### config.mk
export PLATFORM = sky130hd
export DESIGN_NAME = alien_hit_tracker
export DESIGN_NICKNAME = d
export VERILOG_FILES = /design/src/rtl/alien_hit_tracker.sv
export SDC_FILE = /design/constraint.sdc
export NUM_CORES = 1
export LEC_CHECK = 0
export ABC_AREA = 1
export CORE_MARGIN = 2
export CORE_UTILIZATION = 50
export CTS_CLUSTER_DIAMETER = 120
export DETAILED_ROUTE_END_ITERATION = 12
export PLACE_DENSITY_LB_ADDON = 0.2
export SLEW_MARGIN = 20
export SYNTH_ARGS = -nofsm -noshare
export SYNTH_HDL_FRONTEND = slang
export SYNTH_SLANG_ARGS = --single-unit
### constraint.sdc
create_clock -name clk -period 9.3 [get_ports clk]
set_clock_uncertainty 0.05 [all_clocks]
set_input_delay 1.86 -clock clk [delete_from_list [all_inputs] [get_ports clk]]
set_output_delay 1.86 -clock clk [all_outputs]
set_load 0.02 [all_outputs]
### src/rtl/alien_hit_tracker.sv
// Per-frame beam/alien collision scan with alive flags, score and wave-clear.
// One alien is compared per cycle against the beam position latched at frame_tick.
module alien_hit_tracker #(
    parameter int NUM_ALIENS = 8,
    parameter int ALIEN_W    = 4,
    parameter int HIT_TOP    = 4,
    parameter int HIT_ROWS   = 2,
    parameter int SCORE_W    = 8,
    localparam int IDX_W     = (NUM_ALIENS > 1) ? $clog2(NUM_ALIENS) : 1
) (
    input  logic                    clk,
    input  logic                    reset,
    input  logic                    frame_tick,
    input  logic                    beam_active,
    input  logic [7:0]              beam_x,
    input  logic [6:0]              beam_y,
    input  logic [8*NUM_ALIENS-1:0] alien_x_flat,
    input  logic [7*NUM_ALIENS-1:0] alien_y_flat,
    input  logic                    wave_ack,
    output logic [NUM_ALIENS-1:0]   alive,
    output logic                    hit,
    output logic [IDX_W-1:0]        hit_idx,
    output logic [SCORE_W-1:0]      score,
    output logic                    wave_clear
);

    typedef enum logic [1:0] {S_IDLE, S_SCAN, S_CLEAR} state_t;

    state_t state, state_d;

    logic [IDX_W-1:0] idx;
    logic [7:0]       bx;
    logic [6:0]       by;

    logic [7:0] ax [NUM_ALIENS];
    logic [6:0] ay [NUM_ALIENS];

    logic [7:0]        cur_x;
    logic [6:0]        cur_y;
    logic [8:0]        x_lo, x_hi, bx_w;
    logic signed [8:0] y_lo, y_hi, by_s;
    logic              x_ok, y_ok, match, last;
    logic [NUM_ALIENS-1:0] kill, alive_left;

    logic start, step, do_hit, rearm;

    always_comb begin
        for (int i = 0; i < NUM_ALIENS; i++) begin
            ax[i] = alien_x_flat[i*8 +: 8];
            ay[i] = alien_y_flat[i*7 +: 7];
        end
    end

    assign cur_x = ax[idx];
    assign cur_y = ay[idx];

    // Widened compares so boxes near the screen edges never wrap around
    assign bx_w = {1'b0, bx};
    assign x_lo = {1'b0, cur_x};
    assign x_hi = x_lo + 9'(ALIEN_W - 1);
    assign by_s = $signed({2'b00, by});
    assign y_lo = $signed({2'b00, cur_y}) - $signed(9'(HIT_TOP));
    assign y_hi = y_lo + $signed(9'(HIT_ROWS - 1));

    assign x_ok = (x_lo <= bx_w) && (bx_w <= x_hi);
    assign y_ok = (y_lo <= by_s) && (by_s <= y_hi);

    assign match      = alive[idx] && x_ok && y_ok;
    assign last       = (idx == IDX_W'(NUM_ALIENS - 1));
    assign kill       = NUM_ALIENS'(1) << idx;
    assign alive_left = alive & ~kill;

    always_comb begin
        state_d = state;
        start   = 1'b0;
        step    = 1'b0;
        do_hit  = 1'b0;
        rearm   = 1'b0;
        unique case (state)
            S_IDLE: begin
                if (frame_tick && beam_active) begin
                    start   = 1'b1;
                    state_d = S_SCAN;
                end
            end
            S_SCAN: begin
                if (match) begin
                    do_hit  = 1'b1;
                    state_d = (alive_left == '0) ? S_CLEAR : S_IDLE;
                end else if (last) begin
                    state_d = S_IDLE;
                end else begin
                    step = 1'b1;
                end
            end
            S_CLEAR: begin
                if (wave_ack) begin
                    rearm   = 1'b1;
                    state_d = S_IDLE;
                end
            end
            default: state_d = S_IDLE;
        endcase
    end

    always_ff @(posedge clk) begin
        if (reset) begin
            state      <= S_IDLE;
            idx        <= '0;
            bx         <= '0;
            by         <= '0;
            alive      <= '1;
            hit        <= 1'b0;
            hit_idx    <= '0;
            score      <= '0;
            wave_clear <= 1'b0;
        end else begin
            state <= state_d;
            hit   <= 1'b0;
            if (start) begin
                bx  <= beam_x;
                by  <= beam_y;
                idx <= '0;
            end
            if (step) begin
                idx <= idx + 1'b1;
            end
            if (do_hit) begin
                alive   <= alive_left;
                hit     <= 1'b1;
                hit_idx <= idx;
                if (score != '1) begin
                    score <= score + 1'b1;
                end
                if (alive_left == '0) begin
                    wave_clear <= 1'b1;
                end
            end
            if (rearm) begin
                alive      <= '1;
                wave_clear <= 1'b0;
            end
        end
    end

endmodule

==> out/metrics.sh <==
FILLCELLCOUNT=782
BUFFER_PORTS.INSERTED=160
R2R_END='hit_idx[0]'
LAYOUTNONFILLERINSTCOUNT=991
CTS-BUFFERS-INSERTED=5
SLEW_VIOL_FINAL=0
ANT_NETS=0
WORSTPATHARRIVAL_NS=5.31
COUNT_OF_DISTINCT_CELL_TYPES_IN_THE_SYNTHESIZED_NETLIST=41
SW_FRAC_OF_TOTAL=0.3827
SYNTH_TOP_CELLS_BY_AREA='sky130_fd_sc_hd__dfxtp_1 (18%), sky130_fd_sc_hd__nand2_1 (17%), sky130_fd_sc_hd__ha_1 (11%)'
COUNT_OF_TRITONROUTE_ITERATIONS_IN_THE_FIRST_ROUTING_PASS=5
PLACEMENT.CELL_AREA_UM2=6005
FINISH.NET_COUNT=1063
CP_SLOWEST_STAGE_DELAY_NS=0.47
POSTCTSSETUPREPAIRBUFS=0
WORST_R2R_STARTPOINT='idx[0]'
CORE_REGION_AREA_UM2=8678
VIAS_IN_THE_FIRST_GLOBAL_ROUTE=4969
GRT_USE_TOTAL=0.2746
DPL_WORST_SLACK_NS=3.850
DIE_AREA_UM2=9713
TOTAL_LEAKAGE_POWER_nW=3.050
WORSTHOLDPATHTYPE='register to register'
STATUS='complete, no violations'
TIMING_HOLD_VIOLATIONS_FINAL=0
HOLDCRITSTARTPOINT='wave_clear'
CLASSIFICATION_OF_THE_WORST_SETUP_PATH='input pin to register'
DIEHEIGHT_UM=98.56
AVGVIACOUNTPERCELL=5.178
POSTLAYOUTSETUPSLACKWORST_NS=4.156
CP_DATA_REQUIRED_TIME_NS=9.46
COUNT_OF_MAX_CAP_CONSTRAINT_VIOLATIONS=0
ROUTE.VIAS.TOTAL=5131
POSTROUTEWIRELENGTH_UM=13710
GP_ROUTABILITY_CONGESTION=0.9099
STDCELL_AREA_UM2=6125
CLK_LATENCY_NS=0.31
HOLD-PATH-ENDPOINT='wave_clear'
RSZ0062_AT_GRT='no'
DPL.CELL_COUNT=983
GRT_MAX_DEGREE=70
TIGHTEST_SLEW_NS=0.6755
N_ANTENNA_CELL=0
DIE_X_EXTENT_UM=98.56
PLACEMENT_ROWS=34
CTS-ROOT-BUF='sky130_fd_sc_hd__clkbuf_8'
NUMCLOCKSINKS=41
CP_SLOWEST_CELL='sky130_fd_sc_hd__clkdlybuf4s50_1'
AVGSYNTHCELLAREA_UM2=6.009
INITIAL_CORE_UTIL=0.5151
REPORT.POWER.TOTAL_mW=0.6443
ANTENNA_FOUND_INITIAL=0
CAPTURING_ELEMENT_TYPE_OF_THE_CRITICAL_PATH='register'
TIMING.CRITICAL_PATH.FROM_TYPE='input pin'
POSTSYNTHREGISTERBITS=41
GRT_OVERFLOW=0
DR.FIRST_ITER.DRC_COUNT=251
CTS.REPAIR.RESIZED=0
FMAXACHIEVABLE_MHz=194.4
WORST-R2R-SETUP-SLACK_NS=5.18
POWERDENSITY_nW_PER_UM2=105.2
SYNTH_TOP_AREA_SHARE=0.1836
RELSLEWSLACK=0.5480
MAX-VDD-IR-DROP_V=0.00005986
AREA.GROWTH.SYNTH_TO_FINAL_PCT=37.00
PIN_COUNT=161
POWER.SHARE.COMBINATIONAL=0.469
SYNTH_AREA_LEADER_CELL='sky130_fd_sc_hd__dfxtp_1'
FINALWORSTPATHREQUIREDPERIOD_NS=5.144
YS.WARNINGS.COUNT=0
SETUP_VIOL=0
WIRE_LENGTH_OF_THE_FIRST_GLOBAL_ROUTING_PASS_UM=22310
YS_SEQ_AREA_FRAC=0.1836
POWER.NET_SWITCHING_mW=0.2466
POST_SYNTHESIS_CELL_AREA_UM2=4471
FIN_SETUP_TNS_NS=0
SEQPWRFRAC=0.292
SYNTH_FP_NETS=925
POST-DP-HPWL_UM=10590
P_INT_mW=0.3977
AREA_OF_THE_MULTI_INPUT_GATES_UM2=2965
CTS-HOLD-FIX-BUFFERS=0
WORST_SETUP_HOLD_PATH_CLK_SLEW_NS=0.09
PWR-SHARE-CLK=0.239
WORST_R2R_PATH_DEPTH=24
HTREE_NUM_LEVELS=2
DRCVIOLATIONCOUNT=0
LAYOUT.AREA.SEQ_UM2=822.0
ROUTED_WIRE_LENGTH_PER_INSTANCE_UM=13.84
FINAL_MIN_PERIOD_OVER_CLOCK_PERIOD=0.5532
WORST_PATH_MOST_REPEATED_CELL='sky130_fd_sc_hd__nand2_1'
TRITONCTS_CLOCK_TREE='built'
HOLD_PATH_DEPTH=2
LARGEST_FANOUT_ON_THE_CRITICAL_PATH=10
SYNTH_CELLS=744
CLOCK_PATH_BUFFERS=2
LAYOUT_CELLS_SIZED_ABOVE_1=0.06682
==> kinds of logic after synthesis <==
family          share of synthesized area
xor+xnor                          0.02743
buf+inv                            0.1542
compound gates                     0.1240
fa+ha+maj                          0.1147
simple gates                       0.3960
flops                              0.1836
==> worst max-delay path: cells and delay by family <==
| family | cells | cell delay (ns) |
|---|---|---|
| simple gates | 18 | 2.06 |
| fa+ha+maj | 2 | 0.58 |
| buf+inv | 3 | 0.57 |
| xor+xnor | 1 | 0.16 |
| compound gates | 1 | 0.07 |
==> sequential cells by signal, summed over array words and instances (netlist names) <==
signal,cells
wave_clear,1
score,8
by,7
hit,1
idx,3
hit_idx,3
alive,8
state,2
bx,8
==> synthesized netlist by cell type <==
library cell	count
sky130_fd_sc_hd__a31oi_1	1
sky130_fd_sc_hd__nor2_1	56
sky130_fd_sc_hd__clkbuf_1	6
sky130_fd_sc_hd__nand3_2	6
sky130_fd_sc_hd__nor4_1	1
sky130_fd_sc_hd__o21ai_2	1
sky130_fd_sc_hd__xnor2_1	5
sky130_fd_sc_hd__o21ai_1	8
sky130_fd_sc_hd__buf_4	9
sky130_fd_sc_hd__nor2_8	1
sky130_fd_sc_hd__buf_8	2
sky130_fd_sc_hd__nor2_4	2
sky130_fd_sc_hd__nand4_1	12
sky130_fd_sc_hd__and3_1	1
sky130_fd_sc_hd__a21oi_2	3
sky130_fd_sc_hd__nand2_1	205
sky130_fd_sc_hd__buf_2	10
sky130_fd_sc_hd__o221ai_1	1
sky130_fd_sc_hd__a22oi_1	1
sky130_fd_sc_hd__nand2_2	21
sky130_fd_sc_hd__and2_1	1
sky130_fd_sc_hd__nor2_2	3
sky130_fd_sc_hd__a21o_1	1
sky130_fd_sc_hd__buf_6	5
sky130_fd_sc_hd__nand3b_1	1
sky130_fd_sc_hd__nor3_1	4
sky130_fd_sc_hd__o22ai_1	3
sky130_fd_sc_hd__o211ai_1	1
sky130_fd_sc_hd__nand4_2	1
sky130_fd_sc_hd__ha_1	41
sky130_fd_sc_hd__inv_1	117
sky130_fd_sc_hd__nand2_4	2
sky130_fd_sc_hd__dfxtp_1	41
sky130_fd_sc_hd__nand3_1	72
sky130_fd_sc_hd__inv_2	3
sky130_fd_sc_hd__nand4_4	1
sky130_fd_sc_hd__xor2_1	9
sky130_fd_sc_hd__o21ai_0	45
sky130_fd_sc_hd__inv_4	2
sky130_fd_sc_hd__o21a_1	1
sky130_fd_sc_hd__a21oi_1	38
==> layer usage <==
metal	share of wire	track usage	wire length, µm	up-vias
li1	-	-	-	2624
met1	0.42	0.3221	5705	2277
met2	0.49	0.5050	6738	198
met3	0.065	0.04539	892	32
met4	0.027	0.09273	375	0
met5	0	0	0	-
==> metrics by stage <==
step / hold slack [ns] / utilization
after floorplan: 0.4039 / -
after global placement: 0.3987 / 0.6919
after detailed placement: 0.4011 / 0.6919
after CTS: 0.4180 / 0.7052
after global routing: 0.4471 / 0.7057
final: 0.4195 / 0.7057
==> power by group through the flow <==
stage	registers, mW	logic (mW)	clock network, mW
detailed placement	0.192	0.300	0
global placement	0.192	0.293	0
floorplan	0.192	0.201	0
finish	0.188	0.302	0.154
CTS	0.188	0.302	0.154
global route	0.189	0.341	0.159
==> layout by cell type, fill, tap and decap left out, drive strengths merged <==
master,count
o21a,1
nor2,62
clkdlybuf4s50,160
clkinvlp,1
xnor2,5
xor2,9
nand2,228
o22ai,3
o221ai,1
a21o,1
and3,1
buf,3
clkinv,1
nor3,4
nand4,14
and2,1
nand3,78
bufinv,1
a31oi,1
a22oi,1
dfxtp,41
o211ai,1
inv,122
ha,41
nor4,1
clkbuf,5
nand3b,1
o21ai,54
a21oi,41
==> final cells by class <==
cell class / instances / area share
multi-input combinational: 549 / 0.4842
timing repair buffer: 163 / 0.2652
sequential: 41 / 0.1342
inverter: 122 / 0.07559
tap: 108 / 0.02206
clock buffer: 5 / 0.01124
clock inverter: 3 / 0.007559
==> worst max-delay path by stage <==
stage,end,slack [ns],cells past startpoint,startpoint
6_report,hit_idx[0],4.16,25,alien_y_flat[17]
3_3_place_gp,hit_idx[0],3.95,22,alien_x_flat[48]
5_1_grt,hit_idx[0],3.86,24,alien_y_flat[17]
2_1_floorplan,hit_idx[0],4.87,25,alien_y_flat[23]
3_5_place_dp,hit_idx[0],3.85,25,alien_y_flat[17]
4_1_cts,hit_idx[0],4.16,25,alien_y_flat[17]
No activity file was read; power rests on OpenSTA's default activity.
